**src/rtl/ws2812_frame_buffer.sv**
```systemverilog
// Ping-pong pixel frame buffer feeding a WS2812 driver: byte stream fills the back bank, frame_sync swaps.
// Optional build macro GRB_REORDER_EN stores each R,G,B triple as G,R,B.
module ws2812_frame_buffer #(
   parameter int unsigned FRAME_BYTES    = 183,
   parameter int unsigned ADDR_W         = 8,
   parameter int unsigned TIMEOUT_CYCLES = 50000
) (
   input  logic              clk,
   input  logic              rst_n,
   input  logic [7:0]        in_byte,
   input  logic              in_valid,
   output logic              in_ready,
   input  logic [ADDR_W-1:0] rd_addr,
   output logic [7:0]        rd_data,
   input  logic              frame_sync,
   output logic              frame_ready,
   output logic [ADDR_W-1:0] wr_count,
   output logic              timeout_pulse
);

   localparam int unsigned MEM_W   = $clog2(2 * FRAME_BYTES);
   localparam int unsigned IDLE_W  = 32;
   localparam int unsigned MEM_LEN = 2 * FRAME_BYTES;

   typedef enum logic {FILL, WAIT_SWAP} state_t;

   state_t              state, state_d;
   logic                front_sel, front_sel_d;
   logic                frame_ready_d;
   logic                in_ready_d;
   logic                timeout_pulse_d;
   logic [ADDR_W-1:0]   wr_count_d;
   logic [IDLE_W-1:0]   idle_cnt, idle_cnt_d;
   logic                xfer_c;
   logic                we_c;
   logic [ADDR_W-1:0]   waddr_c;
   logic [MEM_W-1:0]    wr_idx_c;
   logic [MEM_W-1:0]    rd_idx_c;

   logic [7:0] mem [MEM_LEN];

   assign xfer_c = in_valid && in_ready;

   // State and control registers
   always_ff @(posedge clk or negedge rst_n) begin
      if (!rst_n) begin
         state         <= FILL;
         front_sel     <= 1'b0;
         frame_ready   <= 1'b0;
         in_ready      <= 1'b0;
         timeout_pulse <= 1'b0;
         wr_count      <= '0;
         idle_cnt      <= '0;
      end else begin
         state         <= state_d;
         front_sel     <= front_sel_d;
         frame_ready   <= frame_ready_d;
         in_ready      <= in_ready_d;
         timeout_pulse <= timeout_pulse_d;
         wr_count      <= wr_count_d;
         idle_cnt      <= idle_cnt_d;
      end
   end

   // Writer FSM: fill back bank, idle timeout, swap on frame_sync once full
   always_comb begin
      state_d         = state;
      front_sel_d     = front_sel;
      frame_ready_d   = frame_ready;
      timeout_pulse_d = 1'b0;
      wr_count_d      = wr_count;
      idle_cnt_d      = idle_cnt;
      we_c            = 1'b0;
      case (state)
         FILL: begin
            if (xfer_c) begin
               we_c       = 1'b1;
               wr_count_d = wr_count + ADDR_W'(1);
               idle_cnt_d = '0;
               if (wr_count == ADDR_W'(FRAME_BYTES - 1)) begin
                  state_d = WAIT_SWAP;
               end
            end else if (wr_count != '0) begin
               if (idle_cnt == IDLE_W'(TIMEOUT_CYCLES - 1)) begin
                  wr_count_d      = '0;
                  idle_cnt_d      = '0;
                  timeout_pulse_d = 1'b1;
               end else begin
                  idle_cnt_d = idle_cnt + IDLE_W'(1);
               end
            end else begin
               idle_cnt_d = '0;
            end
         end
         WAIT_SWAP: begin
            if (frame_sync) begin
               front_sel_d   = ~front_sel;
               frame_ready_d = 1'b1;
               wr_count_d    = '0;
               idle_cnt_d    = '0;
               state_d       = FILL;
            end
         end
         default: state_d = FILL;
      endcase
      in_ready_d = (state_d == FILL);
   end

`ifdef GRB_REORDER_EN
   logic [1:0] phase;

   // Byte position within the current R,G,B triple
   always_ff @(posedge clk or negedge rst_n) begin
      if (!rst_n) begin
         phase <= 2'd0;
      end else if (wr_count_d == '0) begin
         phase <= 2'd0;
      end else if (we_c) begin
         phase <= (phase == 2'd2) ? 2'd0 : phase + 2'd1;
      end
   end

   always_comb begin
      case (phase)
         2'd0:    waddr_c = wr_count + ADDR_W'(1);
         2'd1:    waddr_c = wr_count - ADDR_W'(1);
         default: waddr_c = wr_count;
      endcase
   end
`else
   assign waddr_c = wr_count;
`endif

   assign wr_idx_c = MEM_W'(waddr_c) + (front_sel ? MEM_W'(0) : MEM_W'(FRAME_BYTES));
   assign rd_idx_c = MEM_W'(rd_addr) + (front_sel ? MEM_W'(FRAME_BYTES) : MEM_W'(0));

   // Back-bank write port; contents are deliberately not reset
   always_ff @(posedge clk) begin
      if (we_c && (32'(waddr_c) < FRAME_BYTES)) begin
         mem[wr_idx_c] <= in_byte;
      end
   end

   // Front-bank read port; dark until a frame has been swapped in
   always_ff @(posedge clk or negedge rst_n) begin
      if (!rst_n) begin
         rd_data <= 8'h00;
      end else if (frame_ready && (32'(rd_addr) < FRAME_BYTES)) begin
         rd_data <= mem[rd_idx_c];
      end else begin
         rd_data <= 8'h00;
      end
   end

endmodule

```
**config.mk**
```make
export PLATFORM = sky130hd
export DESIGN_NAME = ws2812_frame_buffer
export DESIGN_NICKNAME = d
export VERILOG_FILES = /design/src/rtl/ws2812_frame_buffer.sv
export SDC_FILE = /design/constraint.sdc
export NUM_CORES = 2
export LEC_CHECK = 0
export ABC_AREA = 1
export CORE_MARGIN = 4
export CORE_UTILIZATION = 40
export CTS_CLUSTER_DIAMETER = 50
export CTS_CLUSTER_SIZE = 14
export DETAILED_ROUTE_END_ITERATION = 12
export MAX_ROUTING_LAYER = met4
export PLACE_DENSITY = 0.52
export RECOVER_POWER = 100
export SLEW_MARGIN = 15
export SYNTH_ARGS = -nofsm -noshare
export SYNTH_HDL_FRONTEND = slang
export SYNTH_SLANG_ARGS = --single-unit
```
**constraint.sdc**
```tcl
create_clock -name clk -period 3.3 [get_ports clk]
set_input_delay 0.495 -clock clk [delete_from_list [all_inputs] [get_ports clk]]
set_output_delay 0.495 -clock clk [all_outputs]
set_load 0.01 [all_outputs]
```
Word level (Yosys, flattened, before mapping)
Memory sizes are Yosys's and may differ from the RTL's. Index checks and enable logic that the tools add are counted.

RAM bits: 2928. Logic and storage cells: 54. Memories: 1. Register bits: 53. Bits of input ports: 20.

Memory list: mem (depth 366, bits a word 8, rd ports 1, clocked after memory_dff 0, wr ports 1, line 40) `logic [7:0] mem [MEM_LEN];`.

Reductions and logical operators: 6. Bitwise gates (word level): 3. Magnitude comparators: 2. Add/sub/neg operators: 4. Eq/ne operators: 5. Mux-type cells: 25.

Operators by type and width (number): 32-bit 2-to-1 mux (4); 32-bit case mux with 2 select lines (1); 8-bit 2-to-1 mux (7); 32-bit by 1-bit adder with 32-bit output (second input constant) (1); 32-bit by 16-bit equality test with 1-bit output (second input constant) (1); 8-bit by 8-bit adder with 9-bit output (2); 8-bit < comparator (second input constant) (2); 8-bit case mux with 2 select lines (1); 1-bit 2-to-1 mux (11); 8-bit by 1-bit adder with 8-bit output (second input constant) (1); 8-bit equality test (second input constant) (1); 8-bit nonzero test (1); 3-bit != test (second input constant) (2); 1-bit logical AND (3); 1-bit NOT (3); 3-bit AND reduction (1); 2-bit != test (second input constant) (1); 1-bit case mux with 2 select lines (1); 2-bit AND reduction (1).

Logic depth before layout (Yosys ltp)
Word-level depth: 6. Gate-level depth with buffers: 19. Gate-level depth less buffers: 15.

Worst setup path before layout
OpenSTA, ideal clock, no wires.

Path type: reg2reg. Start point: register front_sel. End point: memory mem[128][0] (enable). Clock period less this slack: 3.321 ns. Arrival: 2.938 ns. Library setup time: 0.383 ns. Slack: -0.021 ns. Cell stages (with the launch flop): 12. Path buffers: 2. Cells stage by stage: dfrtp_1 inv_1 ha_1 fa_1 nand2_1 a21oi_1 or2_2 nand2_1 nand2_1 clkbuf_1 buf_1 nor3_1.

Cells in the longest elaborated chain, start to end: 2.

Ends and longest elaborated chain: start, declared (line 28) `logic front_sel, front_sel_d;`; start signal, assigned (line 56) `front_sel <= front_sel_d;`; 8-bit 2-to-1 mux (line 134) `assign wr_idx_c = MEM_W'(waddr_c) + (front_sel ? MEM_W'(0) : MEM_W'(FRAME_BYTES));`; 8-bit by 8-bit adder with 9-bit output (line 134); end, declared (line 40).

Every way passes these cells.

Worst setup path in the final report
Start point: register front_sel. End point: register rd_data[5].

Cells in the longest elaborated chain, start to end: 4.

Ends and longest elaborated chain: 8-bit 2-to-1 mux (line 135) `assign rd_idx_c = MEM_W'(rd_addr) + (front_sel ? MEM_W'(FRAME_BYTES) : MEM_W'(0));`; 8-bit by 8-bit adder with 9-bit output (line 135); memory 366 x 8 bit; 8-bit 2-to-1 mux (line 148) `end else if (frame_ready && (32'(rd_addr) < FRAME_BYTES)) begin`; end signal, assigned (line 149) `rd_data <= mem[rd_idx_c];`; end, declared (line 14) `output logic [7:0] rd_data,`.

Every way passes these cells. A chain may end at the register's enable or synchronous reset.

==> impl_metrics.env <==
export IMPL_violations="capacitance limit, slew limit, setup timing"
export IMPL_tns_ns=-134.40
export IMPL_num_io_pins=39
export IMPL_num_rows=202
export IMPL_crit_path_start_kind="register"
export IMPL_dp_hpwl_mm=248
export IMPL_maxCapViolations=13
export IMPL_path_delay_family="buffers and inverters"
export IMPL_clock_power_share=0.408
export IMPL_worstPathMaxFanout=14
export IMPL_dieWidth_um=561
export IMPL_crit_chain="ha_4 > inv_2 > fa_4 > buf_8 > inv_16 > buf_16 > buf_16 > buf_4 > buf_8 > nand3_1 > nand3_1 > nand3_1 > o21ai_0 > nand2_1 > nand3_1 > nand3_4 > nand3_1 > nand3_2 > nand2_1 > inv_1"
export IMPL_final_max_slew_violation_count=796
export IMPL_synth_area_per_cell_sq_um=11.5
export IMPL_peakVddDrop_v=0.000478
export IMPL_wl_met2_mm=181
export IMPL_critical_path_most_common_cell="nand3_1"
export IMPL_async_reset_ff_frac=0.0178
export IMPL_grt_first_pass_wirelength_mm=577
export IMPL_required_ns=4.11
export IMPL_path_clk_slew_ns=0.06
export IMPL_synth_largest_area_cell="edfxtp_1"
export IMPL_finalCritPeriodShare=1.11
export IMPL_coreArea_sq_um=304000
export IMPL_grt_pass1_vias=84600
export IMPL_final_nets=11600
export IMPL_tritoncts_num_buffers=335
export IMPL_drt_pass1_iter_count=8
export IMPL_area_delta_synth_final_pct=25.1
export IMPL_p_sw_frac=0.273
export IMPL_drcViolationCount=0
export IMPL_n_fill_cell=26600
export IMPL_critPathBufInv=8
export IMPL_finalHoldViolCount=0
export IMPL_powerDensity_nw_per_um2=597
export IMPL_power_frac_seq=0.458
export IMPL_dieArea_sq_um=315000
export IMPL_p_leak_uw=0.0566
export IMPL_synth_warnings=0
export IMPL_synthTopCellsByArea="edfxtp_1, nand2_1, nand3_1"
export IMPL_synth_cell_types=36
export IMPL_vias=87700
export IMPL_synth_nets=10700
export IMPL_cts_tree="done"
export IMPL_yosysSeqAreaShare=0.728
export IMPL_grt_remaining_overflow=0
export IMPL_start_util=0.403
export IMPL_p_int_uw=66500
export IMPL_antenna_found_initial=12
export IMPL_track_usage=0.252
export IMPL_synth_flop_cell="edfxtp_1"
export IMPL_crit_path_top_delay_cell="fa_4"
export IMPL_clock_sinks=2981
export IMPL_holdCritPathClass="primary input to register"
export IMPL_tightest_slew_ns=3.44
export IMPL_layout_cells_non_filler=16000
export IMPL_fin_ws_ns=-0.372
export IMPL_wl_per_cell_um=25.1
export IMPL_synth_area_sq_um=123000
export IMPL_max_freq_mhz=272
export IMPL_clock_latency_ns=0.96
export IMPL_io_buffers=38
export IMPL_p_switching_uw=25000
export IMPL_slowest_delay_ns=0.71
export IMPL_setup_viol=1987
export IMPL_rsz0062_at_grt="yes"
export IMPL_drive_gt1_frac=0.199
export IMPL_clk_path_buf_depth=4
export IMPL_wl_met1_mm=174
export IMPL_maxSlewHeadroom=-1.29
export IMPL_synth_top_area_share=0.718
export IMPL_route_met3_wl_mm=32.4
export IMPL_wl_mm=400
export IMPL_gp_congestion=0.957
export IMPL_final_common_cell="nand2_1"
export IMPL_place_inst=15200
export IMPL_synth_seq_cells=2981
export IMPL_clk_root_buffer_cell="clkbuf_16"
export IMPL_ant_nets=0
export IMPL_period_minus_slack_ns=3.67
export IMPL_worstPathArrival_ns=4.49
export IMPL_cp_end_kind="register"
export IMPL_vias_per_cell=5.49
export IMPL_p_comb_frac=0.134
export IMPL_status="complete, but fails checks"
export IMPL_dieHeight_um=561
export IMPL_synth_edf_count=2928
export IMPL_grt_max_degree=112
export IMPL_h_tree_depth=5
export IMPL_syn_inst=10600
export IMPL_highest_layer="met4"
export IMPL_drt_initial_drc_count=9885
export IMPL_final_cell_mix="nand2_1, edfxtp_1, nand3_1"
export IMPL_skew_ns=0.0455
export IMPL_path_class="register to register"
## layout make-up
class / count / area, sq um / area share
flip-flops and latches: 2981 / 89300 / 0.582
multi-input cells: 6758 / 32900 / 0.215
repair buffers: 1397 / 14300 / 0.0934
clock buffers: 366 / 8570 / 0.0559
well taps: 4080 / 5100 / 0.0333
clock inverters: 233 / 2520 / 0.0164
inverters: 130 / 527 / 0.00344
diodes: 24 / 60.1 / 0.000392
## synth_stat cells, types with 16 or more instances
cell,number
nand3_1,2265
xor2_1,17
dfrtp_1,53
ha_1,16
nand4_1,17
nor2_1,289
nor3_1,381
nand2_1,3284
buf_1,79
a21oi_1,147
buf_2,147
o21ai_0,245
inv_1,126
clkbuf_1,515
o31ai_1,21
edfxtp_1,2928
## through the flow
stage               area, sq um  utilization  hold WS, ns  power, uW  setup WS (ns)
finish                   153000        0.504        0.248      91500         -0.372
global route             153000        0.504        0.287      94400         -0.441
detailed placement       137000        0.452        0.517      53200          -1.59
floorplan                123000            -        0.199      47100        -0.0212
CTS                      151000        0.498       0.0738      91300         -0.384
global placement         137000        0.451        0.513      53200          -1.67
## path summary, 6_finish.rpt
check / from / end / slack [ns] / cells past startpoint
worst max-delay path: front_sel$_DFFE_PN0P_ / rd_data[5]$_DFF_PN0_ / -0.37 / 20
worst min-delay path: frame_sync / frame_ready$_DFFE_PN0P_ / 0.25 / 3
min in group asynchronous: rst_n / idle_cnt[7]$_DFFE_PN0P_ / 0.95 / 2
worst min register to register: idle_cnt[0]$_DFFE_PN0P_ / idle_cnt[0]$_DFFE_PN0P_ / 0.53 / 1
max in group asynchronous: rst_n / idle_cnt[15]$_DFFE_PN0P_ / 0.64 / 3
worst max register to register: front_sel$_DFFE_PN0P_ / rd_data[5]$_DFF_PN0_ / -0.37 / 20
## power by group through the flow
stage | Combinational [uW] | Sequential (uW) | Clock [uW]
final | 12300 | 41900 | 37400
after global placement | 10500 | 42600 | 0
after CTS | 11500 | 41800 | 38000
after detailed placement | 10600 | 42600 | 0
after global routing | 12900 | 41900 | 39600
after floorplan | 4470 | 42600 | 0
## kinds of logic after synthesis
group | synth area share
flops | 0.728
fa+ha+maj | 0.00196
simple gates | 0.219
compound gates | 0.0202
buf+inv | 0.0287
xor+xnor | 0.00155
## state kept, by name, summed over array words and instances, names as in the netlist
signal	flops
state	1
frame_ready	1
rd_data	8
front_sel	1
timeout_pulse	1
in_ready	1
mem	2928
idle_cnt	32
wr_count	8
## tightest hold or removal path, stage by stage
cell	delay, ns
clkdlybuf4s50_1	0.42
nand2_1	0.15
nand2_1	0.06
## routing by layer
layer,global-route usage,up-vias
met5,-,-
met2,0.382,3581
met3,0.0380,601
li1,-,39800
met1,0.354,43700
met4,0.0724,0
## what timing repair did
| item | CTS | global route |
|---|---|---|
| buffers inserted | 35 | 33 |
| resized for setup | 509 | 335 |
| setup endpoints to repair | 2815 | 2878 |
| cloned | 14 | 29 |
| pin swaps | 56 | 77 |
| endpoints found under the hold margin | 176 | 0 |
| hold buffers | 8 | 0 |
No activity file was read; power rests on OpenSTA's default activity.
